## config.mk

```make
export PLATFORM = sky130hd
export DESIGN_NAME = gate_bist_ctrl
export DESIGN_NICKNAME = d
export VERILOG_FILES = /design/src/rtl/gate_bist_pkg.sv /design/src/rtl/gate_bist_shreg.sv /design/src/rtl/gate_bist_ctrl.sv
export SDC_FILE = /design/constraint.sdc
export NUM_CORES = 1
export LEC_CHECK = 0
export ABC_AREA = 1
export BUFFER_PORTS_ARGS = -buffer_cell sky130_fd_sc_hd__buf_2
export CELL_PAD_IN_SITES_DETAIL_PLACEMENT = 0
export CELL_PAD_IN_SITES_GLOBAL_PLACEMENT = 2
export CORE_MARGIN = 2
export CORE_UTILIZATION = 32
export DETAILED_ROUTE_END_ITERATION = 7
export GPL_TIMING_DRIVEN = 0
export PLACE_DENSITY_LB_ADDON = 0.1
export SLEW_MARGIN = 40
export SYNTH_ARGS = -nofsm -noshare
export SYNTH_HDL_FRONTEND = slang
export SYNTH_SLANG_ARGS = --single-unit
```

## constraint.sdc

```tcl
create_clock -name clk_i -period 4.65 [get_ports clk_i]
set_input_delay 0.2325 -clock clk_i [delete_from_list [all_inputs] [get_ports clk_i]]
set_output_delay 0.2325 -clock clk_i [all_outputs]
set_load 0.02 [all_outputs]
```

## src/rtl/gate_bist_pkg.sv

```systemverilog
// Shared types and constants for the gate-model BIST sequencer.
// Holds the FSM state encoding, default LFSR/MISR constants and the feedback helper.
package gate_bist_pkg;

    localparam int          DEFAULT_WIDTH = 10;
    localparam logic [9:0]  DEFAULT_TAPS  = 10'h240;
    localparam logic [9:0]  DEFAULT_SEED  = 10'h001;

    typedef enum logic [2:0] {
        ST_IDLE,
        ST_SEED,
        ST_SETTLE,
        ST_CAPTURE,
        ST_DONE
    } bist_state_e;

    // Vectors are zero-extended to 32 bits so one helper serves any width up to 32.
    function automatic logic feedback(input logic [31:0] vec, input logic [31:0] taps);
        return ^(vec & taps);
    endfunction

endpackage

```

## src/rtl/gate_bist_shreg.sv

```systemverilog
// Loadable shift register with XOR feedback; serves as the pattern LFSR
// (xor_in tied to zero) and as the response-compacting MISR.
module bist_shreg
    import gate_bist_pkg::*;
#(
    parameter int               WIDTH = DEFAULT_WIDTH,
    parameter logic [WIDTH-1:0] TAPS  = WIDTH'(DEFAULT_TAPS)
) (
    input  logic             clk_i,
    input  logic             rst_ni,
    input  logic             load_i,
    input  logic [WIDTH-1:0] load_val_i,
    input  logic             step_i,
    input  logic [WIDTH-1:0] xor_in_i,
    output logic [WIDTH-1:0] value_o
);

    logic [WIDTH-1:0] value_q;

    always_ff @(posedge clk_i or negedge rst_ni) begin
        if (!rst_ni) begin
            value_q <= '0;
        end else if (load_i) begin
            value_q <= load_val_i;
        end else if (step_i) begin
            value_q <= {value_q[WIDTH-2:0], feedback(32'(value_q), 32'(TAPS))} ^ xor_in_i;
        end
    end

    assign value_o = value_q;

endmodule

```

## src/rtl/gate_bist_ctrl.sv

```systemverilog
// BIST sequencer for a combinational gate model: LFSR patterns in, settle wait,
// MISR compaction of the responses, final signature compare against a golden value.
module gate_bist_ctrl
    import gate_bist_pkg::*;
#(
    parameter int               WIDTH         = DEFAULT_WIDTH,
    parameter int               NUM_PATTERNS  = 256,
    parameter int               SETTLE_CYCLES = 4,
    parameter logic [WIDTH-1:0] SEED          = WIDTH'(DEFAULT_SEED),
    parameter logic [WIDTH-1:0] TAPS          = WIDTH'(DEFAULT_TAPS)
) (
    input  logic             clk_i,
    input  logic             rst_ni,
    input  logic             start_i,
    input  logic             abort_i,
    input  logic [WIDTH-1:0] expected_sig_i,
    output logic [WIDTH-1:0] dut_in_o,
    input  logic [WIDTH-1:0] dut_out_i,
    output logic             busy_o,
    output logic             done_o,
    output logic             pass_o,
    output logic [WIDTH-1:0] signature_o,
    output logic [15:0]      pattern_cnt_o
);

    // An all-zero seed would lock the LFSR, and a zero settle time still needs one cycle.
    localparam logic [WIDTH-1:0] SEED_EFF   = (SEED == '0) ? WIDTH'(1) : SEED;
    localparam int               SETTLE_EFF = (SETTLE_CYCLES < 1) ? 1 : SETTLE_CYCLES;
    localparam int               CNT_W      = (SETTLE_EFF > 1) ? $clog2(SETTLE_EFF) : 1;
    localparam logic [CNT_W-1:0] WAIT_LOAD  = CNT_W'(SETTLE_EFF - 1);
    localparam logic [15:0]      LAST_PAT   = 16'(NUM_PATTERNS);

    bist_state_e      state_q;
    logic [CNT_W-1:0] waitCnt_q;
    logic [15:0]      patternCnt_q;
    logic             busy_q;
    logic             done_q;
    logic             pass_q;

    logic [15:0]      patternCnt_d;
    logic             seedLoad;
    logic             captureStep;
    logic [WIDTH-1:0] lfsrValue;
    logic [WIDTH-1:0] misrValue;

    always_comb begin
        patternCnt_d = patternCnt_q + 16'd1;
        seedLoad     = (state_q == ST_SEED) && !abort_i;
        captureStep  = (state_q == ST_CAPTURE) && !abort_i;
    end

    bist_shreg #(
        .WIDTH (WIDTH),
        .TAPS  (TAPS)
    ) u_lfsr (
        .clk_i      (clk_i),
        .rst_ni     (rst_ni),
        .load_i     (seedLoad),
        .load_val_i (SEED_EFF),
        .step_i     (captureStep),
        .xor_in_i   ('0),
        .value_o    (lfsrValue)
    );

    bist_shreg #(
        .WIDTH (WIDTH),
        .TAPS  (TAPS)
    ) u_misr (
        .clk_i      (clk_i),
        .rst_ni     (rst_ni),
        .load_i     (seedLoad),
        .load_val_i ('0),
        .step_i     (captureStep),
        .xor_in_i   (dut_out_i),
        .value_o    (misrValue)
    );

    // Abort from any active state beats every other transition, including start in IDLE.
    always_ff @(posedge clk_i or negedge rst_ni) begin
        if (!rst_ni) begin
            state_q      <= ST_IDLE;
            waitCnt_q    <= '0;
            patternCnt_q <= '0;
            busy_q       <= 1'b0;
            done_q       <= 1'b0;
            pass_q       <= 1'b0;
        end else begin
            done_q <= 1'b0;
            if (abort_i && state_q != ST_IDLE) begin
                state_q <= ST_IDLE;
                busy_q  <= 1'b0;
                pass_q  <= 1'b0;
            end else begin
                case (state_q)
                    ST_IDLE: begin
                        if (start_i && !abort_i) begin
                            state_q <= ST_SEED;
                            busy_q  <= 1'b1;
                        end
                    end
                    ST_SEED: begin
                        patternCnt_q <= '0;
                        pass_q       <= 1'b0;
                        waitCnt_q    <= WAIT_LOAD;
                        state_q      <= ST_SETTLE;
                    end
                    ST_SETTLE: begin
                        if (waitCnt_q == '0) begin
                            state_q <= ST_CAPTURE;
                        end else begin
                            waitCnt_q <= waitCnt_q - 1'b1;
                        end
                    end
                    ST_CAPTURE: begin
                        if (patternCnt_d >= LAST_PAT) begin
                            patternCnt_q <= LAST_PAT;
                            state_q      <= ST_DONE;
                            busy_q       <= 1'b0;
                            done_q       <= 1'b1;
                        end else begin
                            patternCnt_q <= patternCnt_d;
                            waitCnt_q    <= WAIT_LOAD;
                            state_q      <= ST_SETTLE;
                        end
                    end
                    ST_DONE: begin
                        pass_q  <= (misrValue == expected_sig_i);
                        state_q <= ST_IDLE;
                    end
                    default: begin
                        state_q <= ST_IDLE;
                        busy_q  <= 1'b0;
                    end
                endcase
            end
        end
    end

    assign dut_in_o      = lfsrValue;
    assign signature_o   = misrValue;
    assign pattern_cnt_o = patternCnt_q;
    assign busy_o        = busy_q;
    assign done_o        = done_q;
    assign pass_o        = pass_q;

endmodule

```

==> out/qor.csv <==
stage,metric,value,unit
critical_path,"Max FO, Critical Path",5,
detailed_routing,final WL,5804,um
synth,xor/xnor share of the synthesized area,0.09798,
final_layout,non-filler instance count after layout,462,
sta,RSZ-0062 raised after global routing,no,
critical_path,r2r setup slk,2.75,ns
critical_path,crit path DAT,2.10,ns
sta,final hold violations,0,
clock_tree,H-tree levels,2,
clock_tree,CTS Buf Count,5,
detailed_routing,drt drc,0,
sta,relative slew slack,0.6039,
synth,library cells used by synthesis,31,
die,row count,31,
final_layout,"commonest non-fill, non-tap cell in the layout",nand2_1,
final_layout,fillcell total,783,
final_layout,design area,2982,um2
critical_path,WP data required,4.85,ns
placed_design,I/O Buffers,62,
synth,Yosys reg bits,44,
clock_tree,CTS tree,yes,
critical_path,Crit Path Class,reg2reg,
die,Core ar.,7292,um2
detailed_routing,Via density,4.396,
final_layout,share of layout cells above drive strength 1,0.2727,
synth,syn avg cell area,8.266,um2
detailed_routing,drt pass-1 iters,6,
clock_tree,setup bufs post-CTS,0,
placed_design,pre-CTS setup slack,2.761,ns
final_layout,area grow syn2layout,23.54,%
critical_path,Worst Setup End Kind,flip-flop,
power_and_ir_drop,P_leak,1.497,nW
sta,clock skew,0.003378,ns
synth,Syn Inst Count,292,
synth,post-synthesis sequential area ratio,0.4562,
worst_hold_path,Hold Crit Class,in2reg,
synth,Ys Warns,0,
final_layout,ant diodes,0,
synth,mux share of post-synthesis cell area,0,
die,Die Width,90.85,um
clock_tree,Sink Count,44,
die,Die Footprint,8253,um2
sta,Final WS setup,2.748,ns
grt,Total GRT Usage,0.1508,
synth,Synth Area in Simple Gates,0.2670,
synth,combinational family with the most area after synthesis,simple AND/OR/NAND/NOR gates,
grt,initial antenna violation count,0,
sta,final slew viol count,0,
sta,Final TNS setup,0,ns
final_layout,FF+latch area,1101,um2
sta,Final Cycle Share,0.4090,
critical_path,CP startpoint kind,flip-flop,
placed_design,DP Area,2850,um2
detailed_routing,vias after detailed routing,2031,
die,# IOs,63,
synth,Synth Area in Adders,0.01037,
die,Initial Util,0.3310,
clock_tree,Root Driver,clkbuf_8,
power_and_ir_drop,overall power,1.446,mW
clock_tree,"Clk Latency, worst-skew pair",0.30,ns
placed_design,global placer's final weighted congestion,0.7040,
run_status,status,"finished, final reports clean",
clock_tree,Resize count post-CTS,0,
die,Die Height,90.85,um
grt,GRT overflow,0,
grt,largest net degree at the start of global routing,45,
placed_design,dpl hpwl,4286,um
detailed_routing,Initial DRC Count,48,
sta,transition time of the tightest slew-check pin,0.5896,ns
synth,synthesized area,2414,um2
final_layout,"Core Util, Final",0.4089,
final_layout,"commonest cells after routing, fill and taps aside","nand2_1 (75), buf_2 (62), dfrtp_1 (44)",
clock_tree,clock-pin slew on the worst setup and hold paths,0.09,ns
detailed_routing,DR WL/cell,12.56,um
synth,post-synthesis compound-gate area fraction,0.09279,
clock_tree,clk buf depth,2,
sta,max frequency,0.5257,GHz
run,Max-Cap Viols,0,
sta,hold_ws,0.2224,ns
grt,vias in the first global route,2075,
synth,synthesized netlist net count,318,
final_layout,Final #Nets,388,
power_and_ir_drop,Pwr per Cell Area,485.1,nW/um2
detailed_routing,post-route ant nets,0,
placed_design,# placed instances,453,
final_layout,multi-input logic area,1130,um2
power_and_ir_drop,maximum vdd drop,0.0001908,V
sta,# setup viols final,0,
grt,global-route wire length before repair,10100,um
sta,Tmin final,1.902,ns
-- layer usage --
metal  share of wire  wire, um  global-route usage  vias up
li1                -         -                   -     1068
met2            0.45      2604              0.2469       49
met3           0.049       287             0.03589        7
met5               0         0                   0        -
met4           0.013        73             0.03662        0
met1            0.49      2839              0.2017      907
-- worst paths after layout --
kind	depth (start not counted)	endpoint	start
min	3	u_misr.value_o[4]$_DFFE_PN0P_	dut_out_i[4]
min reg2reg	2	waitCnt_q[1]$_DFFE_PN0P_	waitCnt_q[1]$_DFFE_PN0P_
max in group asynchronous	2	pattern_cnt_o[8]$_DFFE_PN0P_	rst_ni
max	14	waitCnt_q[1]$_DFFE_PN0P_	pattern_cnt_o[0]$_DFFE_PN0P_
min in group asynchronous	2	u_lfsr.value_o[5]$_DFFE_PN0P_	rst_ni
max reg2reg	14	waitCnt_q[1]$_DFFE_PN0P_	pattern_cnt_o[0]$_DFFE_PN0P_
-- state kept, by name, summed over array words and instances (netlist names) --
| name | cells |
|---|---|
| u_lfsr.value_o | 10 |
| state_q | 3 |
| done_o | 1 |
| pass_o | 1 |
| waitCnt_q | 2 |
| pattern_cnt_o | 16 |
| busy_o | 1 |
| u_misr.value_o | 10 |
-- where the power goes --
part	switching [mW]	leakage [nW]	internal [mW]	total, mW
sequential	0.0910	0.592	0.478	0.569
combinational	0.343	0.844	0.215	0.559
clock	0.143	0.0614	0.176	0.319
-- what timing repair did --
| action | CTS | global route |
|---|---|---|
| endpoints found under the setup margin | 0 | 0 |
| hold buffers | 1 | 0 |
| hold endpoints to repair | 44 | 0 |
-- final cells by class --
cell class                 count  share of cell area
multi-input combinational    201              0.3789
sequential                    44              0.3693
timing repair buffer          63              0.1083
inverter                      41             0.05204
tap                           99             0.04154
clock buffer                   6             0.02770
clock inverter                 2             0.01301
buffer                         6            0.009232
-- cells in the mapped netlist --
| cell | count | area (um2) |
|---|---|---|
| clkinv_2 | 1 | 5.000 |
| buf_2 | 1 | 5.000 |
| nor3_1 | 2 | 10.01 |
| inv_1 | 39 | 146.4 |
| o2111a_1 | 1 | 11.26 |
| xnor2_1 | 19 | 166.4 |
| dfrtp_1 | 44 | 1101 |
| o21ai_0 | 11 | 55.05 |
| nand2_4 | 2 | 22.52 |
| nand3b_1 | 1 | 7.510 |
| clkbuf_1 | 4 | 15.01 |
| a21oi_2 | 6 | 52.55 |
| nor2_2 | 7 | 43.79 |
| nor2_1 | 23 | 86.33 |
| nand2_2 | 4 | 25.02 |
| nor4_1 | 1 | 6.260 |
| xor2_1 | 8 | 70.07 |
| nand2_1 | 75 | 281.5 |
| nand4_1 | 6 | 37.54 |
| ha_1 | 2 | 25.02 |
| o31ai_1 | 1 | 7.510 |
| a2111oi_2 | 1 | 15.01 |
| nand3_2 | 3 | 30.03 |
| nand3_1 | 12 | 60.06 |
| nor2_4 | 3 | 33.78 |
| o22ai_1 | 9 | 56.30 |
| a32oi_1 | 1 | 8.760 |
| buf_4 | 1 | 7.510 |
| o21bai_1 | 1 | 7.510 |
| clkinv_1 | 1 | 3.750 |
| o21ai_1 | 2 | 10.01 |
-- worst max-delay path: stages, from the launching register on --
cell     delay, ns
dfrtp_1       0.44
ha_1          0.25
nand3_2       0.13
nor2_4        0.16
nand3_1       0.09
nand2_1       0.06
nand2_1       0.05
inv_1         0.09
nand2_2       0.07
nor2_4        0.11
nand2_4       0.07
nand2_2       0.09
nand2_1       0.08
nand2_1       0.08
nand2_1       0.04
-- cell families after synthesis --
logic type,Yosys count
compound gates,33
xor+xnor,27
fa+ha+maj,2
buf+inv,47
flops,44
simple gates,139
Note: power is estimated with default switching activity, not from simulation.
